$ cat config.mk
export PLATFORM = sky130hd
export DESIGN_NAME = inst_sequencer
export DESIGN_NICKNAME = d
export VERILOG_FILES = /design/src/rtl/inst_sequencer.sv
export SDC_FILE = /design/constraint.sdc
export NUM_CORES = 1
export LEC_CHECK = 0
export CORE_MARGIN = 3
export CORE_UTILIZATION = 52
export CTS_CLUSTER_SIZE = 28
export DETAILED_ROUTE_END_ITERATION = 16
export PLACE_DENSITY = 0.83
export SYNTH_ARGS = -nofsm -noshare
export SYNTH_HDL_FRONTEND = slang
export SYNTH_SLANG_ARGS = --single-unit
$ cat constraint.sdc
create_clock -name clk -period 3.6 [get_ports clk]
set_clock_uncertainty 0.05 [all_clocks]
set_input_delay 1.08 -clock clk [delete_from_list [all_inputs] [get_ports clk]]
set_output_delay 1.08 -clock clk [all_outputs]
set_load 0.01 [all_outputs]
$ cat src/rtl/inst_sequencer.sv
// Multi-cycle fetch/load/decode/write-back controller that turns MIPS R-type words
// from a 1-cycle synchronous RAM into register-file and ALU controls.
module inst_sequencer #(
    parameter int          ADDR_W   = 6,
    parameter logic [5:0]  HALT_OP  = 6'h3F,
    parameter int unsigned START_PC = 0
) (
    input  logic              clk,
    input  logic              Reset,
    input  logic              start,
    input  logic [31:0]       Inst_Data,
    output logic [ADDR_W-1:0] Inst_Addr,
    output logic [4:0]        R_Addr_A,
    output logic [4:0]        R_Addr_B,
    output logic [4:0]        W_Addr,
    output logic [2:0]        ALU_OP,
    output logic              Write_Reg,
    output logic              busy,
    output logic              halted,
    output logic              illegal,
    output logic [15:0]       inst_cnt
);

    localparam logic [ADDR_W-1:0] START_ADDR = ADDR_W'(START_PC);
    localparam logic [ADDR_W-1:0] PC_STEP    = ADDR_W'(1);

    typedef enum logic [2:0] {
        S_IDLE,
        S_FETCH,
        S_LOAD,
        S_DECODE,
        S_WB,
        S_HALT
    } state_t;

    state_t      state;
    logic [31:0] ir;

    // Returns {legal, alu_op} for an R-type funct field.
    function automatic logic [3:0] decode_funct(input logic [5:0] funct);
        logic [3:0] res;
        res = 4'b0_000;
        case (funct)
            6'h24:   res = 4'b1_000;
            6'h25:   res = 4'b1_001;
            6'h26:   res = 4'b1_010;
            6'h27:   res = 4'b1_011;
            6'h20:   res = 4'b1_100;
            6'h22:   res = 4'b1_101;
            6'h2A:   res = 4'b1_110;
            6'h04:   res = 4'b1_111;
            default: res = 4'b0_000;
        endcase
        return res;
    endfunction

    logic [3:0] dec;
    logic       word_legal;
    logic       unused_shamt;

    assign dec          = decode_funct(ir[5:0]);
    assign word_legal   = (ir[31:26] == 6'd0) && dec[3];
    assign unused_shamt = ^ir[10:6];

    always_ff @(posedge clk or negedge Reset) begin
        if (!Reset) begin
            state     <= S_IDLE;
            ir        <= '0;
            Inst_Addr <= START_ADDR;
            R_Addr_A  <= '0;
            R_Addr_B  <= '0;
            W_Addr    <= '0;
            ALU_OP    <= 3'd0;
            Write_Reg <= 1'b0;
            busy      <= 1'b0;
            halted    <= 1'b0;
            illegal   <= 1'b0;
            inst_cnt  <= '0;
        end else begin
            case (state)
                S_IDLE, S_HALT: begin
                    if (start) begin
                        state     <= S_FETCH;
                        Inst_Addr <= START_ADDR;
                        inst_cnt  <= '0;
                        illegal   <= 1'b0;
                        busy      <= 1'b1;
                        halted    <= 1'b0;
                    end
                end
                // RAM samples Inst_Addr at the end of this cycle.
                S_FETCH: begin
                    state <= S_LOAD;
                end
                S_LOAD: begin
                    ir    <= Inst_Data;
                    state <= S_DECODE;
                end
                S_DECODE: begin
                    if (ir[31:26] == HALT_OP) begin
                        state  <= S_HALT;
                        busy   <= 1'b0;
                        halted <= 1'b1;
                    end else begin
                        // Operand and write addresses stay put through WB so the ALU result settles early.
                        state    <= S_WB;
                        R_Addr_A <= ir[25:21];
                        R_Addr_B <= ir[20:16];
                        W_Addr   <= ir[15:11];
                        if (word_legal) begin
                            ALU_OP    <= dec[2:0];
                            Write_Reg <= 1'b1;
                        end else begin
                            ALU_OP  <= 3'd0;
                            illegal <= 1'b1;
                        end
                    end
                end
                S_WB: begin
                    state     <= S_FETCH;
                    Write_Reg <= 1'b0;
                    Inst_Addr <= Inst_Addr + PC_STEP;
                    inst_cnt  <= inst_cnt + 16'd1;
                end
                default: begin
                    state     <= S_IDLE;
                    Write_Reg <= 1'b0;
                    busy      <= 1'b0;
                    halted    <= 1'b0;
                end
            endcase
        end
    end

endmodule

==> flow_metrics.tcl <==
set metrics [dict create \
    hold_buffers 0 \
    total_power_mw 3.18 \
    die_h_um 85.2 \
    synthToLayoutAreaGrowth_pct 29.6 \
    clkSlewWorstSetupHoldPaths_ns 0.07 \
    pwr-share-clk_pct 20.8 \
    syn_area_um2 3260 \
    postCtsSetupRepairBufs 0 \
    crit_path_end_kind "output pin" \
    vias 2415 \
    wl_um 6850 \
    intPower_mw 2.14 \
    multi_input_area_um2 1310 \
    boundaryPins 79 \
    cp_top_family "buffers and inverters" \
    setup_viol 0 \
    synth_edf_count 0 \
    vdd_drop_max_uv 459 \
    power.density_nw_per_um2 752 \
    netlist_instances 280 \
    drv_cap 0 \
    dieArea_um2 7260 \
    worstMarginPinSlew_ns 0.920 \
    route.detailed.drc 0 \
    ant_nets 0 \
    yosys.area_share.adder_pct 0.767 \
    critPathLaunchType "flip-flop" \
    synth_common_cells "dfrtp_1, mux2_2, o21ai_0, nand2_1, nor2_1" \
    synthMuxAreaShare_pct 15.3 \
    rows 28 \
    fp.dieW_um 85.2 \
    critPathRequiredTime_ns 2.47 \
    syn-num-nets 317 \
    grt_pass1_vias 2452 \
    drtIter0Drc 143 \
    avgSynthCellArea_um2 11.7 \
    seq_power_share_pct 43.7 \
    wl_per_cell_um 15.8 \
    critPathLaunch "inst_cnt[4]$_DFFE_PN0P_" \
    drt-pass1-iter-count 4 \
    cp_cell_sequence "clkdlybuf4s50_1" \
    htree_num_levels 3 \
    cp_max_fo 8 \
    setup.worst_path.class "reg -> out" \
    ys_types 43 \
    crit_path_max_incr_delay_ns 0.58 \
    cts_resized 0 \
    hold_viol_final 0 \
    yosysSeqAreaShare_pct 56.7 \
    synth_top_area_share_pct 56.7 \
    antenna_found_initial 0 \
    cts-buffers-inserted 9 \
    grt_usage_pct 20.4 \
    max_freq_ghz 0.399 \
    yosysMostFrequentCell "dfrtp_1" \
    slew_violations 0 \
    leakage_nw 1.76 \
    synth_compound_area_share_pct 10.8 \
    ys_ff_latch 74 \
    synth-async-reset-ratio_pct 100 \
    swShare_pct 32.7 \
    core_area_um2 5990 \
    p_switching_mw 1.04 \
    yosys-top-cells-area "dfrtp_1, mux2_2, o21ai_0, nand2_1, mux2_1" \
    status "finished, final reports clean" \
    min_from "ir[4]$_DFFE_PN0P_" \
    insertion_delay_ns 0.34 \
    tns_ns 0 \
    rsz0062_at_grt "false" \
    antennaDiodeCount 0 \
    max-slew-margin-rel_pct 38.7 \
    port_buffers 73 \
    yosys_most_used_dff "dfrtp_1" \
    synth_top_family_by_area "multiplexers" \
    layout-drive-gt1-share_pct 15.9 \
    grt-ovfl-total 0 \
    cts-root-buf "clkbuf_8" \
    synth_xor_area_share_pct 0.537 \
    reg2reg_from "state[0]$_DFFE_PN0N_" \
    cpMaxStageDelayCell "clkdlybuf4s50_1" \
    ff_latch_area_um2 1850 \
    period_share_pct 69.6 \
    arrival_ns 1.37 \
    start_util_pct 54.5 \
    routed_via_density 5.58 \
    num-fill-cells 459 \
    yosys.area.top_type "dfrtp_1" \
    comb_power_share_pct 35.6 \
    grt_pass1_wl_um 11700 \
    fin_ws_ns 1.10 \
    worst-path-buf-inv 1 \
    cts_tree "built" \
    grt_max_degree 75 \
    gp_congestion 0.855 \
    fin_crit_ns 2.50 \
    yosys_warnings 0 \
    cts.path.max_buffers 2 \
    yosys.area_share.simple_pct 12.6 \
    hpwlAfterDp_um 4590 \
    place_worst_setup_slack_ns 0.819 \
    clock_sinks 74 \
    final_nets 390 \
    hold_class "reg -> reg" \
]
## area by class of cell
class,count,share of cell area (%)
Inverter,5,0.444
Clock buffer,12,3.67
Timing Repair Buffer,76,17.7
Multi-Input combinational cell,187,31.0
Tap cell,75,2.22
Clock inverter,4,1.18
Sequential cell,74,43.8
## cell families after synthesis
family / after synthesis
compound gates: 58
xor+xnor: 2
fa+ha+maj: 2
buf+inv: 19
flops: 74
mux: 45
simple gates: 80
## path summary, 6_finish.rpt
path,slack [ns],cells past startpoint,end
max,1.10,1,inst_cnt[4]
min,0.44,1,ir[4]$_DFFE_PN0P_
max reg2reg,1.42,5,inst_cnt[15]$_DFFE_PN0P_
min reg2reg,0.44,1,ir[4]$_DFFE_PN0P_
max in group asynchronous,2.08,1,ir[26]$_DFFE_PN0P_
min in group asynchronous,0.82,1,state[0]$_DFFE_PN0N_
## layer usage
metal	GRT usage [%]	part of all wire [%]	vias up	wire length [µm]
met1	26.9	43	1180	2970
met3	5.83	6.4	11	437
met2	31.9	48	66	3310
li1	-	-	1158	-
met4	8.20	1.8	0	125
met5	0	0	-	0
## layout by cell type, fill, tap and decap left out, types with 2 or more instances in the layout
master,count
mux2i_1,5
mux2_2,34
and3_1,3
o21ai_0,26
xnor2_1,2
o31ai_1,3
o22ai_1,2
a22o_1,2
nor3_1,4
nand2b_1,3
clkdlybuf4s50_1,72
nand3_1,11
inv_1,5
ha_1,2
nand2_1,25
clkinvlp_4,2
buf_4,4
mux2_1,6
a31oi_1,4
o211ai_1,4
a21oi_1,7
clkbuf_8,11
and4_1,2
nor2_1,12
nor2b_1,2
dfrtp_1,74
nand4_1,8
o21a_1,3
## power by group through the flow
stage	combinational [mW]	clock, mW	sequential, mW
global placement	1.10	0	1.38
floorplan	0.726	0	1.37
CTS	1.15	0.673	1.39
detailed placement	1.14	0	1.40
finish	1.13	0.660	1.39
global route	1.24	0.707	1.44
## state kept, by name, indices dropped and copies added (netlist names)
register   cells
Inst_Addr      6
illegal        1
inst_cnt      16
halted         1
ALU_OP         3
Write_Reg      1
busy           1
W_Addr         5
ir            27
state          3
R_Addr_A       5
R_Addr_B       5
## stage by stage
stage                     cell area, µm²  hold WS (ns)  std cells  util [%]
after global placement              4030         0.421        417      67.2
after global routing                4230         0.452        433      70.6
after detailed placement            4030         0.423        417      67.2
final                               4230         0.439        433      70.6
after floorplan                     3260         0.409        280         -
after CTS                           4230         0.441        433      70.6
(Power assumes the default switching activity.)
